$ cat src/rtl/image_rom_arbiter.sv
// Shares the single-read-port image ROM between VGA scanout and a host read port.
// Scanout always wins; the host gets every cycle scanout does not need. Each
// requester sees a fixed 3-clock latency. Host starvation is tracked and flagged.
module image_rom_arbiter #(
    parameter int unsigned IMG_W        = 640,
    parameter int unsigned IMG_H        = 480,
    parameter int unsigned CW           = 10,
    parameter logic [3:0]  BG_COLOR     = 4'h0,
    parameter int unsigned STARVE_LIMIT = 1024,
    localparam int unsigned AW          = $clog2(IMG_W * IMG_H)
) (
    input  logic          clk,
    input  logic          rst_n,
    input  logic          scan_en,
    input  logic [CW-1:0] scan_x,
    input  logic [CW-1:0] scan_y,
    output logic          scan_valid,
    output logic [3:0]    scan_pixel,
    input  logic          host_valid,
    input  logic [AW-1:0] host_addr,
    output logic          host_ready,
    output logic          host_rsp_valid,
    output logic [3:0]    host_rsp_data,
    output logic [AW-1:0] rom_addr,
    input  logic [3:0]    rom_pixel,
    output logic          host_starved,
    input  logic          starve_clr
);

    localparam int unsigned IMG_SIZE = IMG_W * IMG_H;
    localparam int unsigned SW       = $clog2(STARVE_LIMIT + 1);

    // Per-slot request tag. Both requesters can occupy one slot when the scan
    // request is out of image (no ROM access), so each keeps its own bg bit.
    typedef struct packed {
        logic scan;
        logic scan_bg;
        logic host;
        logic host_bg;
    } tag_t;

    logic          scan_hit;
    logic          host_in_img;
    logic          host_grant;
    logic [31:0]   scan_lin;

    logic [AW-1:0] rom_addr_d, rom_addr_q;
    tag_t          tag0_d, tag0_q, tag1_q;

    logic          scan_valid_d, scan_valid_q;
    logic [3:0]    scan_pixel_d, scan_pixel_q;
    logic          host_rsp_valid_d, host_rsp_valid_q;
    logic [3:0]    host_rsp_data_d, host_rsp_data_q;

    logic [SW-1:0] starve_cnt_d, starve_cnt_q;
    logic          starved_d, starved_q;

    // Arbitration: an in-image scan pixel owns the ROM, anything else frees it for the host
    always_comb begin
        scan_hit    = scan_en && (32'(scan_x) < IMG_W) && (32'(scan_y) < IMG_H);
        host_ready  = ~scan_hit;
        host_grant  = host_valid & ~scan_hit;
        host_in_img = 32'(host_addr) < IMG_SIZE;
        scan_lin    = 32'(scan_y) * IMG_W + 32'(scan_x);
    end

    // ROM address and stage-0 tag for the request presented this cycle
    always_comb begin
        rom_addr_d = rom_addr_q;
        if (scan_hit) begin
            rom_addr_d = scan_lin[AW-1:0];
        end else if (host_grant && host_in_img) begin
            rom_addr_d = host_addr;
        end
        tag0_d.scan    = scan_en;
        tag0_d.scan_bg = scan_en & ~scan_hit;
        tag0_d.host    = host_grant;
        tag0_d.host_bg = host_grant & ~host_in_img;
    end

    // Output stage: pair ROM data with the stage-1 tag; pixels hold while idle
    always_comb begin
        scan_valid_d     = tag1_q.scan;
        scan_pixel_d     = scan_pixel_q;
        host_rsp_valid_d = tag1_q.host;
        host_rsp_data_d  = host_rsp_data_q;
        if (tag1_q.scan) begin
            scan_pixel_d = tag1_q.scan_bg ? BG_COLOR : rom_pixel;
        end
        if (tag1_q.host) begin
            host_rsp_data_d = tag1_q.host_bg ? BG_COLOR : rom_pixel;
        end
    end

    // Starvation counter saturates at the limit; clear wins over a same-cycle set
    always_comb begin
        starve_cnt_d = starve_cnt_q;
        if (starve_clr || !host_valid || host_ready) begin
            starve_cnt_d = '0;
        end else if (starve_cnt_q != SW'(STARVE_LIMIT)) begin
            starve_cnt_d = starve_cnt_q + SW'(1);
        end
        if (starve_clr) begin
            starved_d = 1'b0;
        end else begin
            starved_d = starved_q | (starve_cnt_d == SW'(STARVE_LIMIT));
        end
    end

    // State registers; reset discards anything in flight
    always_ff @(posedge clk or negedge rst_n) begin
        if (!rst_n) begin
            rom_addr_q       <= '0;
            tag0_q           <= '0;
            tag1_q           <= '0;
            scan_valid_q     <= 1'b0;
            scan_pixel_q     <= '0;
            host_rsp_valid_q <= 1'b0;
            host_rsp_data_q  <= '0;
            starve_cnt_q     <= '0;
            starved_q        <= 1'b0;
        end else begin
            rom_addr_q       <= rom_addr_d;
            tag0_q           <= tag0_d;
            tag1_q           <= tag0_q;
            scan_valid_q     <= scan_valid_d;
            scan_pixel_q     <= scan_pixel_d;
            host_rsp_valid_q <= host_rsp_valid_d;
            host_rsp_data_q  <= host_rsp_data_d;
            starve_cnt_q     <= starve_cnt_d;
            starved_q        <= starved_d;
        end
    end

    assign rom_addr       = rom_addr_q;
    assign scan_valid     = scan_valid_q;
    assign scan_pixel     = scan_pixel_q;
    assign host_rsp_valid = host_rsp_valid_q;
    assign host_rsp_data  = host_rsp_data_q;
    assign host_starved   = starved_q;

endmodule

$ cat config.mk
export PLATFORM = sky130hd
export DESIGN_NAME = image_rom_arbiter
export DESIGN_NICKNAME = d
export VERILOG_FILES = /design/src/rtl/image_rom_arbiter.sv
export SDC_FILE = /design/constraint.sdc
export NUM_CORES = 1
export LEC_CHECK = 0
export ABC_AREA = 1
export CORE_UTILIZATION = 30
export CTS_CLUSTER_DIAMETER = 40
export DETAILED_ROUTE_END_ITERATION = 8
export GPL_ROUTABILITY_DRIVEN = 0
export PLACE_DENSITY_LB_ADDON = 0.3
export SLEW_MARGIN = 20
export SYNTH_ARGS = -nofsm -noshare
export SYNTH_HDL_FRONTEND = slang
export SYNTH_SLANG_ARGS = --single-unit
$ cat constraint.sdc
create_clock -name clk -period 2.1 [get_ports clk]
set_input_delay 0.21 -clock clk [delete_from_list [all_inputs] [get_ports clk]]
set_output_delay 0.21 -clock clk [all_outputs]
set_load 0.05 [all_outputs]
==> flow_summary.ini, run 1 <==
[cts]
h-tree-depth = 2
cts_num_sinks = 49
ctsHoldBuffers = 0
cts_tree = yes
cts_root_buf = clkbuf_8
clk_latency_ns = 0.29
path_clk_slew_ns = 0.09
cts_buffer_depth = 2
cts_buffers = 5

[placed_design]
place_ws_ns = -0.578
port_buffers = 78
dpl_cell_area_um2 = 4270
hpwlAfterDp_um = 5990

[global_routing]
grt_max_degree = 50
grt_usage_pct = 14.8
antenna_found_initial = 0
grt_pass1_wl_um = 12400
grt-ovfl-total = 0
first_global_vias = 2905

[finish]
insertedDiodeCount = 0
layout_common_cells = nand2_1, clkdlybuf4s50_1, inv_1
final_common_cell = nand2_1
post-route-cell-area_um2 = 4590
drive_gt1_share_pct = 18.2
nNetsFinal = 598
syn2layout_area_growth_pct = 50.0
fin_util_pct = 46.7

[floorplanning]
die-area_um2 = 10600
start_util_pct = 31.1
core-area_um2 = 9820
num_rows = 36
die_h_um = 103
pin_count = 79
fp.dieW_um = 103

[synthesis]
ys_ff_latch = 49
syn_nets = 478
avgSynthCellArea_um2 = 7.51
yosysSeqAreaShare_pct = 40.1
synthArstFlopShare_pct = 100
synth-simple-area-share_pct = 29.5
ys_warn_count = 0
synth-edff-count = 0
synth_compound_area_share_pct = 8.31
synthFlopType = dfrtp_1
synth_top_family_by_area = simple AND/OR/NAND/NOR gates
synth_area_um2 = 3060
synthMuxAreaShare_pct = 0
synth-xor-area-share_pct = 3.15
synth-adder-area-share_pct = 9.90
syn_inst = 407
synth_cell_types = 32

[power_and_ir_drop]
worst_ir_drop_vdd_v = 0.000266
power_density_nw_per_um2 = 628
power.total_mw = 2.88
cellLeakagePower_nw = 2.27

[critical_path]
cp.required_ns = 1.89
worst_path_max_delay_cell = clkdlybuf4s50_1
cp_data_arrival_time_ns = 1.80
max_stage_delay_ns = 0.51
cpLargestDelayFamily = buffers and inverters
cp_common_cell = buf_4
path_cells = clkdlybuf4s50_1 > buf_4 > nand2_1 > nor2_1 > nor2_2 > nand2_2 > buf_4 > buf_4 > buf_12
endpoint_kind = primary output
start_kind = input port
crit_buf_inv = 5
path_max_fanout = 11
path_class = input port to primary output

[route]
via_per_inst = 4.48
drt_wl_total_um = 7680
drc_errors = 0
antenna_left = 0
drtIter0Drc = 87
dr.pass1.iters = 6
wl_per_cell_um = 11.6
vias = 2960

[sta]
setup_viol = 0
clock_skew_ns = 0.00399
slew_viol_final = 0
whs_ns = 0.00925
worst_pin_slew_ns = 0.599
setup_ws_ns = 0.0950
fmaxAchievable_mhz = 499
min_period_ns = 2.01
slew_headroom_pct = 60.0
period_share_pct = 95.5
hold_viol = 0

[run]
maxCapViolCount = 0

[outcome]
status = finished clean

[hold_path]
hold_path.class = input port to asynchronous set/reset pin
[per-stage QoR]
stage	std cells	setup TNS (ns)
2_1_floorplan	407	0
3_3_place_gp	649	-3.39
3_5_place_dp	649	-3.85
4_1_cts	658	0
5_1_grt	661	-0.0348
6_report	661	0
[logic make-up (layout without fill, tap and decap cells)]
group	count (synthesis)	in the layout
AOI/OAI and AO/OA	44	44
DFF	49	49
and+or+nand+nor	208	208
buffers and inverters	72	193
adders and majority gates	23	23
xor gates and xnor gates	11	11
[where the power goes]
group          switching, mW  internal [mW]
registers             0.0547           1.04
logic                  0.708          0.506
clock network          0.309          0.267
total                   1.07           1.81
[path summary, 6_finish.rpt]
kind	endpoint	startpoint	cells past startpoint	slack (ns)
max in group asynchronous	starve_cnt_q[3]	rst_n	2	1.69
min in group clk	tag1_q[0]	tag0_q[0]	0	0.35
max	host_ready	scan_y[8]	9	0.09
min reg2reg	tag1_q[0]	tag0_q[0]	0	0.35
max reg2reg	host_starved	starve_cnt_q[0]	11	0.32
min	starve_cnt_q[6]	rst_n	2	0.009
[registers in the layout (all words and copies together), names as in the netlist]
signal / flops
tag1_q: 2
scan_pixel: 4
host_rsp_data: 4
rom_addr: 19
host_rsp_valid: 1
scan_valid: 1
host_rsp_valid_d: 1
host_starved: 1
scan_valid_d: 1
tag0_q: 4
starve_cnt_q: 11
[worst register-to-register path: stages (launching register included)]
cell     delay [ns]
dfrtp_1        0.43
ha_1           0.26
nand3_1        0.17
nor2_1         0.20
nand2_1        0.07
nand2_1        0.06
nand2_1        0.04
nand2_1        0.06
nand2_1        0.06
nor2_1         0.13
nand3_1        0.10
a21oi_1        0.13
[final cells by class]
cell class              count  area, um^2
clock inverters             2        13.8
flip-flops and latches     49        1230
clock buffers               6        82.6
well taps                 133         166
repair buffers            119        1100
inverters                  66         248
fillers                  1009        5230
multi-input cells         286        1750
[repair_timing]
| action | in CTS | in global routing |
|---|---|---|
| buffers inserted | 1 | 3 |
| setup endpoints to repair | 7 | 7 |
| resized for setup | 14 | 32 |
| pin swaps | 7 | 19 |
[cells in the mapped netlist (all sizes together) (2+ instances only)]
library cell  number  area (um^2)
o211ai             2         15.0
a21oi              7         35.0
fa                 2         40.0
buf                4         22.5
a31oi              9         56.3
xor2               6         52.6
o22ai              8         50.1
nor3               3         15.0
o21ai             15         75.1
nand4              6         37.5
nand2            125          477
inv               65          244
dfrtp             49         1230
nand3             32          170
xnor2              5         43.8
nand3b             3         22.5
ha                21          263
nor2              37          166
clkbuf             2         7.51
[per-layer routing]
metal | share of wire, % | global-route usage [%] | wire length, um
met3 | 3.4 | 2.17 | 263
met1 | 43 | 17.2 | 3330
met5 | 0 | 0 | 0
met4 | 1.1 | 3.36 | 88
met2 | 52 | 28.3 | 4000
Power figures use the tool's default switching activity.
==> run 2: changes to the inputs <==
--- a/config.mk
+++ b/config.mk
@@ -11,6 +11,7 @@
 export DETAILED_ROUTE_END_ITERATION = 8
 export GPL_ROUTABILITY_DRIVEN = 0
 export PLACE_DENSITY_LB_ADDON = 0.3
+export REMOVE_ABC_BUFFERS = 1
 export SLEW_MARGIN = 20
 export SYNTH_ARGS = -nofsm -noshare
 export SYNTH_HDL_FRONTEND = slang
==> run 2 against run 1 <==
- die area did not move
- sequential share of layout area down 0.051 points
- clock-buffer cell count down 1
- sequential power barely moved
- maximum frequency increased by 2.1%
- clock power up 18%
==> flow_summary.ini, run 2 (synthesis results as in run 1) <==
[outcome]
status = finished clean

[finish]
post-route-cell-area_um2 = 4600
syn2layout_area_growth_pct = 50.3
drive_gt1_share_pct = 17.5
largest_reg_flops = 19
layout_common_cells = nand2_1, clkdlybuf4s50_1, inv_1
fin_util_pct = 46.8
final_common_cell = nand2_1
fillers = 1020
nNetsFinal = 596
insertedDiodeCount = 0

[floorplanning]
die_h_um = 103
fp.dieW_um = 103
die-area_um2 = 10600
num_rows = 36
pin_count = 79
core-area_um2 = 9820
start_util_pct = 31.1

[critical_path]
cp_data_arrival_time_ns = 1.75
cp.required_ns = 1.89
endpoint_kind = primary output
path_max_fanout = 12
start_kind = input port
path_class = input port to primary output

[global_routing]
grt-ovfl-total = 0
first_global_vias = 2729
grt_pass1_wl_um = 12300
grt_max_degree = 29
antenna_found_initial = 0
grt_usage_pct = 14.8

[power_and_ir_drop]
power.internal_mw = 1.90
pwr-share-clk_pct = 22.8
cellLeakagePower_nw = 2.27
worst_ir_drop_vdd_v = 0.000257
power.total_mw = 2.99
power_density_nw_per_um2 = 651
p_seq_share_pct = 36.6
switching_share_pct = 36.3
power_frac_comb_pct = 40.6
power.switching_mw = 1.09

[placed_design]
dpl_cell_area_um2 = 4260
hpwlAfterDp_um = 6140
port_buffers = 78

[sta]
clock_skew_ns = 0.00715
min_period_ns = 1.96
fmaxAchievable_mhz = 509
slew_viol_final = 0
slew_headroom_pct = 56.8
setup_viol = 0
worst_pin_slew_ns = 0.648
grt_setup_unrepaired = no
whs_ns = 0.350
hold_viol = 0
final.setup.tns_ns = 0
period_share_pct = 93.5

[cts]
cts_tree = yes
cts_root_buf = clkbuf_8
path_clk_slew_ns = 0.09
clk_latency_ns = 0.30
cts_num_sinks = 49
cts_buffer_depth = 2
cts_buffers = 5
h-tree-depth = 2

[route]
vias = 2871
drtIter0Drc = 97
dr.pass1.iters = 4
wl_per_cell_um = 11.6
antenna_left = 0
drc_errors = 0
drt_wl_total_um = 7640
via_per_inst = 4.36

[run]
maxCapViolCount = 0

[hold_path]
hold_path.class = flip-flop to flip-flop
## run 2: cell types whose count changed in the layout (fill, tap and decap cells not counted), sizes merged
| cell | change |
|---|---|
| buf | -3 |
| bufinv | +1 |
| clkbuf | -1 |
| clkdlybuf4s50 | +1 |
| clkinv | -1 |
| dlygate4sd3 | +1 |
| dlymetal6s2s | -1 |
| inv | +1 |
## run 2: power groups by stage
| stage | logic [mW] | registers [mW] | clock network (mW) |
|---|---|---|---|
| global placement | 1.12 | 1.11 | 0 |
| global route | 1.32 | 1.11 | 0.735 |
| CTS | 1.16 | 1.10 | 0.708 |
| finish | 1.22 | 1.09 | 0.682 |
| detailed placement | 1.13 | 1.11 | 0 |
| floorplan | 0.358 | 1.40 | 0 |
## run 2: area by class of cell
| class | instances | area, um^2 | area share, % |
|---|---|---|---|
| tap | 133 | 166 | 3.62 |
| clock inverter | 3 | 43.8 | 0.953 |
| inverter | 66 | 248 | 5.39 |
| sequential | 49 | 1230 | 26.7 |
| clock buffer | 5 | 68.8 | 1.50 |
| timing repair buffer | 117 | 1080 | 23.6 |
| multi-input combinational | 286 | 1760 | 38.3 |
## run 2: path summary, 6_finish.rpt
path | end | slack, ns | cells past startpoint | start
setup / recovery | host_ready | 0.14 | 8 | scan_y[8]
max in group asynchronous | rom_addr[10] | 1.01 | 3 | rst_n
hold reg to reg | tag1_q[0] | 0.35 | 0 | tag0_q[0]
min in group asynchronous | starve_cnt_q[8] | 0.47 | 2 | rst_n
setup reg to reg | host_starved | 0.39 | 9 | starve_cnt_q[0]
hold / removal | tag1_q[0] | 0.35 | 0 | tag0_q[0]
## run 2: per-layer routing
metal | vias up | part of all wire (%) | track usage, %
met4 | 0 | 0.83 | 3.25
met5 | - | 0 | 0
li1 | 1527 | - | -
met1 | 1290 | 46 | 18.6
met3 | 6 | 2.9 | 1.83
met2 | 48 | 51 | 26.8
## run 2: stage by stage
step	setup WS [ns]	std cells
finish	0.136	659
global route	0.0251	659
CTS	-0.0625	658
detailed placement	-0.635	648
global placement	-0.543	648
floorplan	0.00599	401
## run 2: critical path, stage by stage
cell	delay, ns
clkdlybuf4s50_1	0.53
buf_4	0.13
nand2_1	0.04
nor2_1	0.17
nor2_2	0.09
nand2_2	0.18
buf_4	0.24
buf_12	0.15
## run 2: what timing repair did
item | in CTS | in global routing
resized for setup | 14 | 32
buffers inserted | 1 | 1
endpoints found under the setup margin | 7 | 6
hold endpoints to repair | 26 | 0
hold buffers | 1 | 0
pin swaps | 5 | 12
